### config.mk
export PLATFORM = sky130hd
export DESIGN_NAME = csr_row_sequencer_flat
export DESIGN_NICKNAME = d
export VERILOG_FILES = /design/src/rtl/csr_row_sequencer_if.sv /design/src/rtl/csr_row_sequencer.sv /design/src/flat_wrapper.sv
export SDC_FILE = /design/constraint.sdc
export NUM_CORES = 1
export LEC_CHECK = 0
export ABC_CLOCK_PERIOD_IN_PS = 6790
export BUFFER_PORTS_ARGS = -buffer_cell sky130_fd_sc_hd__buf_4
export CELL_PAD_IN_SITES_DETAIL_PLACEMENT = 0
export CELL_PAD_IN_SITES_GLOBAL_PLACEMENT = 1
export CORE_AREA = 2 2 124 102
export CTS_CLUSTER_DIAMETER = 100
export DETAILED_ROUTE_END_ITERATION = 16
export DIE_AREA = 0 0 126 104
export GPL_TIMING_DRIVEN = 0
export PLACE_DENSITY_LB_ADDON = 0.25
export SYNTH_ARGS = -nofsm -noshare
export SYNTH_HDL_FRONTEND = slang
export SYNTH_SLANG_ARGS = --single-unit
### constraint.sdc
create_clock -name clk -period 6.79 [get_ports clk]
set_input_delay 0 -clock clk [delete_from_list [all_inputs] [get_ports clk]]
set_output_delay 0 -clock clk [all_outputs]
set_load 0.01 [all_outputs]
### src/rtl/csr_row_sequencer_if.sv
// Spike-event intake and entry-output link of the CSR row sequencer.
// master: the sequencer side; slave: event queue / accumulator side.
interface csr_row_sequencer_if #(
    parameter int ROW_W = 10,
    parameter int IDX_W = 10,
    parameter int WGT_W = 8
);
    logic             row_valid;
    logic [ROW_W-1:0] row_id;
    logic             row_ready;
    logic             out_valid;
    logic             out_ready;
    logic [IDX_W-1:0] out_index;
    logic [WGT_W-1:0] out_weight;
    logic             out_last;

    modport master (
        input  row_valid, row_id, out_ready,
        output row_ready, out_valid, out_index, out_weight, out_last
    );

    modport slave (
        output row_valid, row_id, out_ready,
        input  row_ready, out_valid, out_index, out_weight, out_last
    );
endinterface

### src/rtl/csr_row_sequencer.sv
// Walks one CSR row per spike event, streaming (index, weight) entries out.
// Optional perf counters: define CSR_SEQ_PERF_CNT_EN.
module csr_row_sequencer #(
    parameter int ADDR_W = 14,
    parameter int ROW_W  = 10,
    parameter int IDX_W  = 10,
    parameter int WGT_W  = 8
) (
    input  logic              clk,
    input  logic              rst_n,
    csr_row_sequencer_if.master bus,
    output logic [ROW_W:0]    ptr_addr,
    input  logic [ADDR_W-1:0] ptr_data,
    output logic [ADDR_W-1:0] w_addr,
    input  logic [IDX_W-1:0]  w_index,
    input  logic [WGT_W-1:0]  w_weight,
    output logic              row_done,
    output logic              err_bad_row
`ifdef CSR_SEQ_PERF_CNT_EN
    ,
    output logic [31:0]       perf_entries,
    output logic [31:0]       perf_stalls
`endif
);
    typedef enum logic [2:0] {
        S_IDLE, S_RD_BEG, S_RD_END, S_CAPT_END, S_STREAM, S_DONE
    } state_t;

    state_t            r_state;
    logic [ROW_W-1:0]  r_row;
    logic [ROW_W:0]    r_ptr_addr;
    logic [ADDR_W-1:0] r_cursor;
    logic [ADDR_W-1:0] r_end;
    logic              r_row_ready;
    logic              r_row_done;
    logic              r_err;
    logic              r_infl;
    logic              r_infl_last;
    logic [IDX_W-1:0]  r_fidx [2];
    logic [WGT_W-1:0]  r_fwgt [2];
    logic              r_flast [2];
    logic              r_rd;
    logic              r_wr;
    logic [1:0]        r_count;

    logic              w_valid;
    logic              w_pop;
    logic              w_head_last;
    logic [1:0]        w_occ;
    logic              w_issue;

    assign w_valid     = (r_count != 2'd0);
    assign w_pop       = w_valid && bus.out_ready;
    assign w_head_last = r_flast[r_rd];
    // Slots still claimed after this cycle's pop; keeps one entry/cycle flow.
    assign w_occ   = r_count - {1'b0, w_pop} + {1'b0, r_infl};
    assign w_issue = (r_state == S_STREAM) && (r_cursor != r_end)
                     && (w_occ < 2'd2);

    assign w_addr         = r_cursor;
    assign ptr_addr       = r_ptr_addr;
    assign row_done       = r_row_done;
    assign err_bad_row    = r_err;
    assign bus.row_ready  = r_row_ready;
    assign bus.out_valid  = w_valid;
    assign bus.out_index  = r_fidx[r_rd];
    assign bus.out_weight = r_fwgt[r_rd];
    assign bus.out_last   = w_valid && w_head_last;

    // Row control: pointer lookups, cursor walk and completion pulse.
    always_ff @(posedge clk or negedge rst_n) begin
        if (!rst_n) begin
            r_state     <= S_IDLE;
            r_row       <= '0;
            r_ptr_addr  <= '0;
            r_cursor    <= '0;
            r_end       <= '0;
            r_row_ready <= 1'b0;
            r_row_done  <= 1'b0;
            r_err       <= 1'b0;
        end else begin
            case (r_state)
                S_IDLE: begin
                    if (bus.row_valid && r_row_ready) begin
                        r_row       <= bus.row_id;
                        r_ptr_addr  <= {1'b0, bus.row_id};
                        r_row_ready <= 1'b0;
                        r_state     <= S_RD_BEG;
                    end else begin
                        r_row_ready <= 1'b1;
                    end
                end
                S_RD_BEG: begin
                    r_ptr_addr <= {1'b0, r_row} + (ROW_W + 1)'(1);
                    r_state    <= S_RD_END;
                end
                S_RD_END: begin
                    r_cursor <= ptr_data;
                    r_state  <= S_CAPT_END;
                end
                S_CAPT_END: begin
                    r_end <= ptr_data;
                    if (ptr_data == r_cursor) begin
                        r_row_done <= 1'b1;
                        r_state    <= S_DONE;
                    end else if (ptr_data < r_cursor) begin
                        r_err      <= 1'b1;
                        r_row_done <= 1'b1;
                        r_state    <= S_DONE;
                    end else begin
                        r_state <= S_STREAM;
                    end
                end
                S_STREAM: begin
                    if (w_issue) begin
                        r_cursor <= r_cursor + ADDR_W'(1);
                    end
                    if (w_pop && w_head_last) begin
                        r_row_done <= 1'b1;
                        r_state    <= S_DONE;
                    end
                end
                S_DONE: begin
                    r_row_done  <= 1'b0;
                    r_row_ready <= 1'b1;
                    r_state     <= S_IDLE;
                end
                default: r_state <= S_IDLE;
            endcase
        end
    end

    // Read tracking and the 2-entry output FIFO fed one cycle after issue.
    always_ff @(posedge clk or negedge rst_n) begin
        if (!rst_n) begin
            r_infl      <= 1'b0;
            r_infl_last <= 1'b0;
            r_fidx[0]   <= '0;
            r_fidx[1]   <= '0;
            r_fwgt[0]   <= '0;
            r_fwgt[1]   <= '0;
            r_flast[0]  <= 1'b0;
            r_flast[1]  <= 1'b0;
            r_rd        <= 1'b0;
            r_wr        <= 1'b0;
            r_count     <= 2'd0;
        end else begin
            r_infl      <= w_issue;
            r_infl_last <= w_issue && (r_cursor + ADDR_W'(1) == r_end);
            if (r_infl) begin
                r_fidx[r_wr]  <= w_index;
                r_fwgt[r_wr]  <= w_weight;
                r_flast[r_wr] <= r_infl_last;
                r_wr          <= ~r_wr;
            end
            if (w_pop) begin
                r_rd <= ~r_rd;
            end
            r_count <= r_count + {1'b0, r_infl} - {1'b0, w_pop};
        end
    end

`ifdef CSR_SEQ_PERF_CNT_EN
    logic [31:0] r_perf_entries;
    logic [31:0] r_perf_stalls;

    assign perf_entries = r_perf_entries;
    assign perf_stalls  = r_perf_stalls;

    // Handshake and back-pressure counters, free-running with wrap.
    always_ff @(posedge clk or negedge rst_n) begin
        if (!rst_n) begin
            r_perf_entries <= '0;
            r_perf_stalls  <= '0;
        end else begin
            if (w_pop) begin
                r_perf_entries <= r_perf_entries + 32'd1;
            end
            if (w_valid && !bus.out_ready) begin
                r_perf_stalls <= r_perf_stalls + 32'd1;
            end
        end
    end
`endif
endmodule

### src/flat_wrapper.sv
// flat-port wrapper written by rule: the top's interface ports become plain ports
module csr_row_sequencer_flat 
#(
    parameter int ADDR_W = 14,
    parameter int ROW_W  = 10,
    parameter int IDX_W  = 10,
    parameter int WGT_W  = 8
)
  (clk, rst_n, ptr_addr, ptr_data, w_addr, w_index, w_weight, row_done, err_bad_row, bus_row_valid, bus_row_id, bus_out_ready, bus_row_ready, bus_out_valid, bus_out_index, bus_out_weight, bus_out_last);
  csr_row_sequencer_if #(.ROW_W(ROW_W), .IDX_W(IDX_W), .WGT_W(WGT_W)) bus_i ();
  input  logic clk;
  input  logic rst_n;
  output logic [ROW_W:0] ptr_addr;
  input  logic [ADDR_W-1:0] ptr_data;
  output logic [ADDR_W-1:0] w_addr;
  input  logic [IDX_W-1:0] w_index;
  input  logic [WGT_W-1:0] w_weight;
  output logic row_done;
  output logic err_bad_row;
  input wire logic [$bits(bus_i.row_valid)-1:0] bus_row_valid;
  input wire logic [$bits(bus_i.row_id)-1:0] bus_row_id;
  input wire logic [$bits(bus_i.out_ready)-1:0] bus_out_ready;
  output wire logic [$bits(bus_i.row_ready)-1:0] bus_row_ready;
  output wire logic [$bits(bus_i.out_valid)-1:0] bus_out_valid;
  output wire logic [$bits(bus_i.out_index)-1:0] bus_out_index;
  output wire logic [$bits(bus_i.out_weight)-1:0] bus_out_weight;
  output wire logic [$bits(bus_i.out_last)-1:0] bus_out_last;
  assign bus_i.row_valid = bus_row_valid;
  assign bus_i.row_id = bus_row_id;
  assign bus_i.out_ready = bus_out_ready;
  assign bus_row_ready = bus_i.row_ready;
  assign bus_out_valid = bus_i.out_valid;
  assign bus_out_index = bus_i.out_index;
  assign bus_out_weight = bus_i.out_weight;
  assign bus_out_last = bus_i.out_last;
  csr_row_sequencer #(.ADDR_W(ADDR_W), .ROW_W(ROW_W), .IDX_W(IDX_W), .WGT_W(WGT_W)) u_core (.clk(clk), .rst_n(rst_n), .bus(bus_i), .ptr_addr(ptr_addr), .ptr_data(ptr_data), .w_addr(w_addr), .w_index(w_index), .w_weight(w_weight), .row_done(row_done), .err_bad_row(err_bad_row));
endmodule
Yosys cells after proc, flatten, opt, wreduce, memory -nomap -nowiden
Cells that the tools add are included.
Widths: inputs -> output; s select.
{ "word_totals": {"regBits": 99, "inputBits": 46, "out_inout_bits": 48} }
{ "classes": {"add_sub_neg": 6, "magnitude_cmp": 5, "eq_ne": 12, "n_mux": 33, "bitwise_logic": 5, "reduce_logical": 20} }
{ "ops": {"columns": ["cell", "n"], "rows": [
  ["$mux 10", 4],
  ["$mux 8", 4],
  ["$eq 14x14->1", 2],
  ["$pmux 14 s2", 1],
  ["$pmux 11 s2", 1],
  ["$bwmux 20", 1],
  ["$bwmux 16", 1],
  ["$pmux 3 s5", 1],
  ["$add 14x1->14 const B", 1],
  ["$lt 14x14->1", 1],
  ["$mux 14", 1],
  ["$ne 14x14->1", 1],
  ["$add 10x1->11 const B", 1],
  ["$mux 11", 1],
  ["$demux 10 s1", 1],
  ["$mux 1", 9],
  ["$mux 3", 3],
  ["$demux 8 s1", 1],
  ["$logic_and 1x1->1", 8],
  ["$reduce_and 2->1", 4],
  ["$reduce_bool 2->1", 4],
  ["$eq 3x2->1 const B", 2],
  ["$eq 3x3->1 const B", 2],
  ["$reduce_and 3->1", 2],
  ["other kinds (17)", 24]
]} }

Depth between registers and ports, before layout
Gate-level depths: netlist of run 1.
{ "depth": {"word_depth": 8, "mapped_depth": 13} }

Worst setup path before layout of run 1
Ideal clock, no wire load.
{ "synth_timing": {"path_kind": "reg2reg", "start": "register u_core.r_count[1]", "end": "register u_core.r_cursor[12], in the netlist u_core.w_addr[12]", "arrival_time_ns": 2.470, "slack_ns": 4.185, "path_stages_with_launch": 14, "cell_sequence": "dfrtp_1 nor2_1 inv_1 and2_1 ha_1 inv_1 ha_1 xnor2_1 xnor2_1 nor2_1 nand2_1 buf_4 o311ai_0 o21ai_1"} }
{ "synth_between": {"elab_chain_cells": 8} }
{ "synth_lines": {"columns": ["element", "line_no", "source"], "rows": [
  ["start, declared", "csr_row_sequencer.sv:44", "logic [1:0] r_count;"],
  ["start signal, assigned", "csr_row_sequencer.sv:159", "r_count <= r_count + {1'b0, r_infl} - {1'b0, w_pop};"],
  ["$reduce_bool 2->1", "csr_row_sequencer.sv:52", "assign w_valid = (r_count != 2'd0);"],
  ["net bus_out_valid", "flat_wrapper.sv:24", "output wire logic [$bits(bus_i.out_valid)-1:0] bus_out_valid;"],
  ["$logic_and 1x1->1", "csr_row_sequencer.sv:53", "assign w_pop = w_valid && bus.out_ready;"],
  ["net u_core.w_pop", "csr_row_sequencer.sv:47", "logic w_pop;"],
  ["$sub 2x1->2", "csr_row_sequencer.sv:56", "assign w_occ = r_count - {1'b0, w_pop} + {1'b0, r_infl};"],
  ["$add 2x1->2", "csr_row_sequencer.sv:56", null],
  ["net u_core.w_occ[1]", "csr_row_sequencer.sv:49", "logic [1:0] w_occ;"],
  ["$lt 2x2->1", "csr_row_sequencer.sv:58", "&& (w_occ < 2'd2);"],
  ["$logic_and 1x1->1", "csr_row_sequencer.sv:58", null],
  ["$ne 2x1->1 (no line)", null, null],
  ["$reduce_and 2->1 (no line)", null, null],
  ["end signal, assigned", "csr_row_sequencer.sv:98", "r_cursor <= ptr_data;"],
  ["end signal, assigned", "csr_row_sequencer.sv:116", "r_cursor <= r_cursor + ADDR_W'(1);"],
  ["end, declared", "csr_row_sequencer.sv:32", "logic [ADDR_W-1:0] r_cursor;"]
]} }
The timed path passes the listed nets, and every way through them passes these cells.
A chain may end at the register's enable or synchronous reset.

Worst setup path in the final report of run 1
{ "layout_timing": {"start": "register u_core.r_count[1]", "end": "register u_core.r_cursor[12], in the netlist u_core.w_addr[12]"} }
{ "layout_between": {"elab_chain_cells": 8} }
{ "layout_lines": {"columns": ["element", "line_no"], "rows": [
  ["$reduce_bool 2->1", "csr_row_sequencer.sv:52"],
  ["$logic_and 1x1->1", "csr_row_sequencer.sv:53"],
  ["net u_core.w_pop", "csr_row_sequencer.sv:47"],
  ["$sub 2x1->2", "csr_row_sequencer.sv:56"],
  ["$add 2x1->2", "csr_row_sequencer.sv:56"],
  ["net u_core.w_occ[1]", "csr_row_sequencer.sv:49"],
  ["$lt 2x2->1", "csr_row_sequencer.sv:58"],
  ["$logic_and 1x1->1", "csr_row_sequencer.sv:58"],
  ["$ne 2x1->1 (no line)", null],
  ["$reduce_and 2->1 (no line)", null]
]} }
The timed path passes the listed nets, and every way through them passes these cells.

==> results of run 1 <==
## where the power goes
part / leakage (nW) / internal (mW) / switching [mW]
clock: 0.152 / 0.307 / 0.230
combinational: 1.75 / 0.782 / 0.812
sequential: 1.20 / 0.870 / 0.223
## through the flow
stage	util	power [mW]
4_1_cts	0.578	3.24
5_1_grt	0.581	3.46
3_5_place_dp	0.516	2.67
2_1_floorplan	-	2.09
6_report	0.581	3.22
3_3_place_gp	0.516	2.62
## cells in the final DEF, fill, tap and decap left out, types with 9 or more instances in the layout
cell type      count
o21ai_0           14
and3_1            10
o21ai_1            9
nand3_1           18
dlygate4sd3_1     43
nand2_1           54
nor3_1             9
clkbuf_1          13
clkbuf_16          9
dfrtp_1           99
xnor2_1           24
mux2_2            69
inv_1             22
o211ai_1          11
a21oi_1           21
ha_1              18
xor2_1            12
buf_4             94
nor2_1            21
## worst min path at each step
stage	startpoint	slack, ns	depth (start not counted)	endpoint
final	bus_row_valid	0.02	4	u_core.bus.row_ready
after global routing	bus_row_valid	0.04	4	u_core.bus.row_ready
after CTS	bus_row_valid	0.001	4	u_core.bus.row_ready
after detailed placement	bus_row_id[8]	0.21	3	u_core.r_row[8]
after global placement	bus_row_id[8]	0.20	3	u_core.r_row[8]
after floorplan	rst_n	-0.30	0	u_core.bus.row_ready
## logic make-up after synthesis
| group | Yosys count | share of synthesized area |
|---|---|---|
| AOI/OAI and AO/OA | 84 | 0.108 |
| xor gates and xnor gates | 36 | 0.0601 |
| adders and majority gates | 18 | 0.0429 |
| buffers and inverters | 40 | 0.0305 |
| DFF | 99 | 0.472 |
| muxes | 72 | 0.154 |
| and+or+nand+nor | 140 | 0.132 |
## flip-flops by register name, summed over array words and instances, names as in the netlist
name and count:
u_core.r_count 2, u_core.r_state 3, u_core.err_bad_row 1, u_core.w_addr 14, u_core.ptr_addr 11, u_core.row_done 1
u_core.r_end 14, u_core.r_row 10, u_core.r_fidx 20, u_core.r_infl_last 1, u_core.r_flast 2, u_core.bus.row_ready 1
u_core.r_fwgt 16, u_core.r_rd 1, u_core.r_wr 1, u_core.r_infl 1
## layout make-up
cell class	count	area, um2	area share
Clock buffer	11	253	0.0366
Timing Repair Buffer	137	1160	0.168
Buffer	17	73.8	0.0107
Tap cell	152	190	0.0275
Sequential cell	99	2480	0.359
Clock inverter	5	60.1	0.00869
Multi-Input combinational cell	350	2610	0.378
Inverter	23	86.3	0.0125
## worst max-delay path, stage by stage, from the launching register on
cell,delay [ns]
dfrtp_1,0.39
nor2_1,0.17
inv_1,0.08
and2_1,0.20
ha_1,0.28
inv_1,0.04
ha_1,0.18
xnor2_1,0.13
xnor2_1,0.19
nor2_1,0.46
nand2_1,0.14
buf_4,0.21
o311ai_0,0.35
o21ai_1,0.11
## layer usage
| metal | up-vias | share of wire | track usage | wire (um) |
|---|---|---|---|---|
| met3 | 4 | 0.062 | 0.0566 | 842 |
| met4 | 0 | 0.0053 | 0.0338 | 72 |
| met2 | 102 | 0.46 | 0.327 | 6170 |
| li1 | 2052 | - | - | - |
| met5 | - | 0 | 0 | 0 |
| met1 | 2095 | 0.47 | 0.304 | 6410 |
==> flow_results.xml, run 1 <==
<?xml version="1.0" encoding="UTF-8"?>
<metrics>
  <group name="global_routing">
    <metric name="grt_pass1_wl" unit="um">22300</metric>
    <metric name="antenna_found_initial" unit="">0</metric>
    <metric name="grt_overflow" unit="">0</metric>
    <metric name="pin_count_of_the_biggest_net_entering_global_routing" unit="">100</metric>
    <metric name="grt_use_total" unit="">0.211</metric>
    <metric name="vias_in_the_first_global_route" unit="">4363</metric>
  </group>
  <group name="clocking">
    <metric name="ctsHtreeMaxLevel" unit="">3</metric>
    <metric name="tritoncts" unit="">yes</metric>
    <metric name="tritoncts.num_buffers" unit="">9</metric>
    <metric name="clk_root_buffer_cell" unit="">clkbuf_16</metric>
    <metric name="numClockSinks" unit="">99</metric>
    <metric name="ctsResizeCount" unit="">0</metric>
    <metric name="clk_pin_slew_worst_paths" unit="ns">0.07</metric>
    <metric name="cts_hold_repair.buffers" unit="">43</metric>
    <metric name="insertion_delay" unit="ns">0.35</metric>
    <metric name="cts_max_path_buffers" unit="">2</metric>
    <metric name="post_cts_buffers" unit="">0</metric>
  </group>
  <group name="synthesis">
    <metric name="yosys.cell_count.top_type" unit="">dfrtp_1</metric>
    <metric name="netlist_instances" unit="">489</metric>
    <metric name="netlist-cell-type-count" unit="">48</metric>
    <metric name="synth_edf_count" unit="">0</metric>
    <metric name="netlist.top_cell.by_area" unit="">dfrtp_1</metric>
    <metric name="ys_async_sr_fraction" unit="">1.00</metric>
    <metric name="yosysTopAreaCellShare" unit="">0.472</metric>
    <metric name="mappedNetlistArea" unit="um2">5250</metric>
    <metric name="synthTopCellsByArea" unit="">dfrtp_1 (47%), mux2_2 (15%), ha_1 (4.3%)</metric>
    <metric name="post_synth.cell_area_avg" unit="um2">10.7</metric>
    <metric name="number_of_warnings_issued_by_yosys" unit="">0</metric>
    <metric name="post_synth_top_flop" unit="">dfrtp_1</metric>
    <metric name="ys_seq_area_frac" unit="">0.472</metric>
    <metric name="synth_seq_cells" unit="">99</metric>
    <metric name="total_nets_after_synthesis" unit="">553</metric>
    <metric name="synthTopCellsByCount" unit="">dfrtp_1 (99), mux2_2 (69), nand2_1 (54), xnor2_1 (24), inv_1 (22)</metric>
  </group>
  <group name="floorplanning">
    <metric name="io_pins" unit="">94</metric>
    <metric name="dieArea" unit="um2">13100</metric>
    <metric name="die_height" unit="um">104</metric>
    <metric name="die_width" unit="um">126</metric>
    <metric name="floorplan.initialDensity" unit="">0.441</metric>
    <metric name="placementRows" unit="">36</metric>
    <metric name="core" unit="um2">11900</metric>
  </group>
  <group name="placement">
    <metric name="final_hpwl_from_detailed_placement" unit="um">9410</metric>
    <metric name="numPlacedInstances" unit="">734</metric>
    <metric name="place.port_buffers" unit="">93</metric>
    <metric name="post_dp_cell_area" unit="um2">6140</metric>
    <metric name="place_worst_setup_slack" unit="ns">3.79</metric>
    <metric name="routabilityCongestion" unit="">0.894</metric>
  </group>
  <group name="worst_setup_path">
    <metric name="critPathLaunch" unit="">u_core.r_count[1]</metric>
    <metric name="cp-end-kind" unit="">register</metric>
    <metric name="crit_path_start_kind" unit="">register</metric>
    <metric name="critical_path.reg2reg.startpoint" unit="">u_core.r_count[1]</metric>
    <metric name="cp_data_required_time" unit="ns">7.01</metric>
    <metric name="ff2ff_path_depth" unit="">13</metric>
    <metric name="timing.setup.critical_path_class" unit="">register to register</metric>
    <metric name="worst_setup_path_endpoint" unit="">u_core.w_addr[12]</metric>
    <metric name="worst_ep_arrival_time" unit="ns">3.30</metric>
    <metric name="reg2reg_to" unit="">u_core.w_addr[12]</metric>
    <metric name="worstPathMaxFanout" unit="">10</metric>
    <metric name="r2r_slack" unit="ns">3.70</metric>
  </group>
  <group name="timing">
    <metric name="tightest_slew" unit="ns">0.838</metric>
    <metric name="finalHoldViolations" unit="">0</metric>
    <metric name="worst_clock_skew" unit="ns">0.00772</metric>
    <metric name="fin_hold_ws" unit="ns">0.0154</metric>
    <metric name="final.min_clock_period" unit="ns">3.09</metric>
    <metric name="rsz_0062_raised_after_global_routing" unit="">no</metric>
    <metric name="fin_setup_tns" unit="ns">0</metric>
    <metric name="layout_setup_ws" unit="ns">3.70</metric>
    <metric name="finalSetupViolations" unit="">0</metric>
    <metric name="maxClockFrequency" unit="MHz">324</metric>
    <metric name="final_min_period_over_clock_period" unit="">0.454</metric>
    <metric name="report.final.slew_viol_count" unit="">0</metric>
    <metric name="slew-limit-headroom" unit="">0.439</metric>
  </group>
  <group name="drt">
    <metric name="drc_violations_left" unit="">0</metric>
    <metric name="num_vias" unit="">4253</metric>
    <metric name="final_antenna_net_count" unit="">0</metric>
    <metric name="drt-vias-per-instance" unit="">5.36</metric>
    <metric name="drt_iter0_markers" unit="">284</metric>
    <metric name="drt_pre_antenna_iters" unit="">4</metric>
    <metric name="wire_per_inst" unit="um">17.0</metric>
    <metric name="detail_route.wirelength" unit="um">13500</metric>
  </group>
  <group name="finish">
    <metric name="drive_gt1_frac" unit="">0.296</metric>
    <metric name="layout-area-overhead-vs-synth" unit="%">31.7</metric>
    <metric name="filler_cell_count" unit="">1044</metric>
    <metric name="finalInstanceArea" unit="um2">6910</metric>
    <metric name="insertedDiodeCount" unit="">0</metric>
    <metric name="finalNonFillerCells" unit="">794</metric>
    <metric name="nNetsFinal" unit="">701</metric>
  </group>
  <group name="job">
    <metric name="drv.max_cap_violation_count" unit="">0</metric>
  </group>
  <group name="power">
    <metric name="power-per-cell-area" unit="nW/um2">466</metric>
    <metric name="peakVddDrop" unit="mV">0.217</metric>
    <metric name="total_leakage_power" unit="nW">3.10</metric>
  </group>
  <group name="min_path">
    <metric name="min_delay_worst_type" unit="">input pin to register</metric>
  </group>
  <group name="run_status">
    <metric name="outcome" unit="">finished clean</metric>
  </group>
</metrics>
(Power assumes the default switching activity.)
==> inputs of run 2 (changes only) <==
--- a/config.mk
+++ b/config.mk
@@ -5,14 +5,14 @@
 export SDC_FILE = /design/constraint.sdc
 export NUM_CORES = 1
 export LEC_CHECK = 0
-export ABC_CLOCK_PERIOD_IN_PS = 6790
+export ABC_CLOCK_PERIOD_IN_PS = 2500
 export BUFFER_PORTS_ARGS = -buffer_cell sky130_fd_sc_hd__buf_4
 export CELL_PAD_IN_SITES_DETAIL_PLACEMENT = 0
 export CELL_PAD_IN_SITES_GLOBAL_PLACEMENT = 1
-export CORE_AREA = 2 2 124 102
+export CORE_AREA = 2 2 132 108
 export CTS_CLUSTER_DIAMETER = 100
 export DETAILED_ROUTE_END_ITERATION = 16
-export DIE_AREA = 0 0 126 104
+export DIE_AREA = 0 0 134 110
 export GPL_TIMING_DRIVEN = 0
 export PLACE_DENSITY_LB_ADDON = 0.25
 export SYNTH_ARGS = -nofsm -noshare
==> constraint.sdc (replaced) <==
create_clock -name clk -period 2.5 [get_ports clk]
set_input_delay 0 -clock clk [delete_from_list [all_inputs] [get_ports clk]]
set_output_delay 0 -clock clk [all_outputs]
set_load 0.01 [all_outputs]
==> flow_results.xml, run 2 (synthesis gave the netlist of run 1 again) <==
<?xml version="1.0" encoding="UTF-8"?>
<metrics>
  <group name="min_path">
    <metric name="hold_ep" unit="">u_core.bus.row_ready</metric>
    <metric name="worst_hold_startpoint" unit="">bus_row_valid</metric>
    <metric name="min_delay_worst_type" unit="">input pin to register</metric>
    <metric name="min_path_cells" unit="">4</metric>
  </group>
  <group name="power">
    <metric name="power-per-cell-area" unit="nW/um2">1280</metric>
    <metric name="total_leakage_power" unit="nW">3.18</metric>
    <metric name="power.total" unit="mW">9.08</metric>
    <metric name="peakVddDrop" unit="mV">0.451</metric>
  </group>
  <group name="drt">
    <metric name="num_vias" unit="">4236</metric>
    <metric name="wire_per_inst" unit="um">16.8</metric>
    <metric name="drc_violations_left" unit="">0</metric>
    <metric name="wl_met3" unit="um">795</metric>
    <metric name="route.top_layer_used" unit="">met4</metric>
    <metric name="met1_length" unit="um">6660</metric>
    <metric name="detail_route.wirelength" unit="um">14000</metric>
    <metric name="drt-vias-per-instance" unit="">5.10</metric>
    <metric name="drt_pre_antenna_iters" unit="">4</metric>
    <metric name="final_antenna_net_count" unit="">0</metric>
    <metric name="drt_iter0_markers" unit="">330</metric>
    <metric name="dr_wl_met2" unit="um">6320</metric>
  </group>
  <group name="placement">
    <metric name="place.port_buffers" unit="">93</metric>
    <metric name="numPlacedInstances" unit="">762</metric>
    <metric name="final_hpwl_from_detailed_placement" unit="um">9750</metric>
    <metric name="routabilityCongestion" unit="">0.899</metric>
  </group>
  <group name="worst_setup_path">
    <metric name="reg2reg_to" unit="">u_core.w_addr[12]</metric>
    <metric name="crit_path_start_kind" unit="">register</metric>
    <metric name="worstPathMaxFanout" unit="">5</metric>
    <metric name="critical_path.reg2reg.startpoint" unit="">u_core.r_count[1]</metric>
    <metric name="worst_ep_arrival_time" unit="ns">2.65</metric>
    <metric name="cp-end-kind" unit="">register</metric>
    <metric name="ff2ff_path_depth" unit="">13</metric>
    <metric name="cp_data_required_time" unit="ns">2.74</metric>
    <metric name="timing.setup.critical_path_class" unit="">register to register</metric>
    <metric name="r2r_slack" unit="ns">0.08</metric>
  </group>
  <group name="timing">
    <metric name="finalHoldViolations" unit="">0</metric>
    <metric name="tightest_slew" unit="ns">0.915</metric>
    <metric name="worst_clock_skew" unit="ns">0.0102</metric>
    <metric name="finalSetupViolations" unit="">0</metric>
    <metric name="rsz_0062_raised_after_global_routing" unit="">yes</metric>
    <metric name="final.min_clock_period" unit="ns">2.42</metric>
    <metric name="fin_hold_ws" unit="ns">0.0197</metric>
    <metric name="maxClockFrequency" unit="MHz">414</metric>
    <metric name="report.final.slew_viol_count" unit="">0</metric>
    <metric name="slew-limit-headroom" unit="">0.390</metric>
    <metric name="final_min_period_over_clock_period" unit="">0.967</metric>
  </group>
  <group name="global_routing">
    <metric name="pin_count_of_the_biggest_net_entering_global_routing" unit="">100</metric>
    <metric name="antenna_found_initial" unit="">0</metric>
    <metric name="grt_pass1_wl" unit="um">22400</metric>
    <metric name="grt_use_total" unit="">0.198</metric>
    <metric name="vias_in_the_first_global_route" unit="">4307</metric>
    <metric name="grt_overflow" unit="">0</metric>
  </group>
  <group name="finish">
    <metric name="largest_register_ffs" unit="">20</metric>
    <metric name="finalNonFillerCells" unit="">830</metric>
    <metric name="layout-area-overhead-vs-synth" unit="%">35.6</metric>
    <metric name="layout.core_utilization" unit="">0.533</metric>
    <metric name="layout_top_registers" unit="">u_core.r_fidx x20, u_core.r_fwgt x16</metric>
    <metric name="mostFrequentLayoutCell" unit="">buf_4</metric>
    <metric name="final_cell_mix" unit="">buf_4 (100), dfrtp_1 (97), mux2_2 (69)</metric>
    <metric name="registers.top_by_ff_count" unit="">u_core.r_fidx</metric>
    <metric name="nNetsFinal" unit="">710</metric>
    <metric name="insertedDiodeCount" unit="">0</metric>
    <metric name="drive_gt1_frac" unit="">0.328</metric>
  </group>
  <group name="clocking">
    <metric name="insertion_delay" unit="ns">0.36</metric>
    <metric name="tritoncts.num_buffers" unit="">9</metric>
    <metric name="clk_root_buffer_cell" unit="">clkbuf_16</metric>
    <metric name="cts_max_path_buffers" unit="">2</metric>
    <metric name="clk_pin_slew_worst_paths" unit="ns">0.07</metric>
    <metric name="ctsHtreeMaxLevel" unit="">3</metric>
    <metric name="numClockSinks" unit="">99</metric>
    <metric name="tritoncts" unit="">yes</metric>
  </group>
  <group name="floorplanning">
    <metric name="die_width" unit="um">134</metric>
    <metric name="floorplan.initialDensity" unit="">0.393</metric>
    <metric name="die_height" unit="um">110</metric>
    <metric name="core" unit="um2">13400</metric>
    <metric name="dieArea" unit="um2">14700</metric>
    <metric name="placementRows" unit="">38</metric>
    <metric name="io_pins" unit="">94</metric>
  </group>
  <group name="run_status">
    <metric name="outcome" unit="">finished clean</metric>
  </group>
  <group name="job">
    <metric name="drv.max_cap_violation_count" unit="">0</metric>
  </group>
</metrics>
-- run 2: cell types whose count changed in the layout (fill, tap and decap cells not counted), sizes merged --
cell / delta
inv: -1
clkbuf: +1
dlygate4sd3: +1
clkinv: -2
bufinv: +1
buf: +7
clkinvlp: +1
-- run 2: power breakdown --
part	leakage [nW]	switching (mW)	internal [mW]	total [mW]
sequential	1.20	0.639	2.37	3.00
combinational	1.83	2.28	2.29	4.57
clock	0.148	0.611	0.899	1.51
-- run 2: cell type report --
class                      count  area [um2]
fill                        1236        6240
multi-input combinational    350        2690
sequential                    99        2480
timing repair buffer         146        1230
clock buffer                  11         243
tap                          180         225
buffer                        17        87.6
inverter                      23        86.3
clock inverter                 4        75.1
-- run 2: timing repair --
| item | 4_1_cts | 5_1_grt |
|---|---|---|
| endpoints found under the setup margin | 16 | 23 |
| cloned | 0 | 1 |
| pin swaps | 4 | 7 |
| resized for setup | 12 | 12 |
| hold buffers | 44 | 0 |
| hold endpoints to repair | 117 | 0 |
| buffers inserted | 6 | 2 |
-- run 2: metrics by stage --
stage	cell area (um2)	setup TNS (ns)	worst slack [ns]
global route	7120	-0.0472	-0.0396
global placement	6170	-1.28	-0.200
detailed placement	6170	-2.04	-0.263
finish	7120	0	0.0826
floorplan	5250	0	0.0473
CTS	7030	0	0.0199
-- run 2: worst max-delay path, stage by stage, from the launching register on --
cell and delay (ns):
dfrtp_1 0.40, nor2_2 0.13, inv_1 0.06, and2_4 0.15
ha_4 0.25, inv_2 0.03, ha_2 0.18, xnor2_2 0.15
xnor2_2 0.17, nor2_4 0.19, nand2_4 0.10, buf_8 0.15
o311ai_4 0.25, o21ai_1 0.09
-- run 2: how the worst max path moves through the flow --
stage	startpoint	to	slack (ns)
after floorplan	u_core.r_count[1]	u_core.w_addr[12]	0.05
after global placement	u_core.r_count[1]	u_core.w_addr[12]	-0.20
after detailed placement	u_core.r_count[1]	u_core.w_addr[12]	-0.26
after CTS	u_core.r_count[0]	u_core.w_addr[12]	0.02
after global routing	u_core.r_count[1]	u_core.w_addr[12]	-0.04
final	u_core.r_count[1]	u_core.w_addr[12]	0.08
-- run 2: metal layers --
layer  GRT usage  vias to the layer above
li1            -                     2070
met1       0.285                     2063
met2       0.300                       90
met3      0.0466                       13
met4      0.0555                        0
met5           0                        -
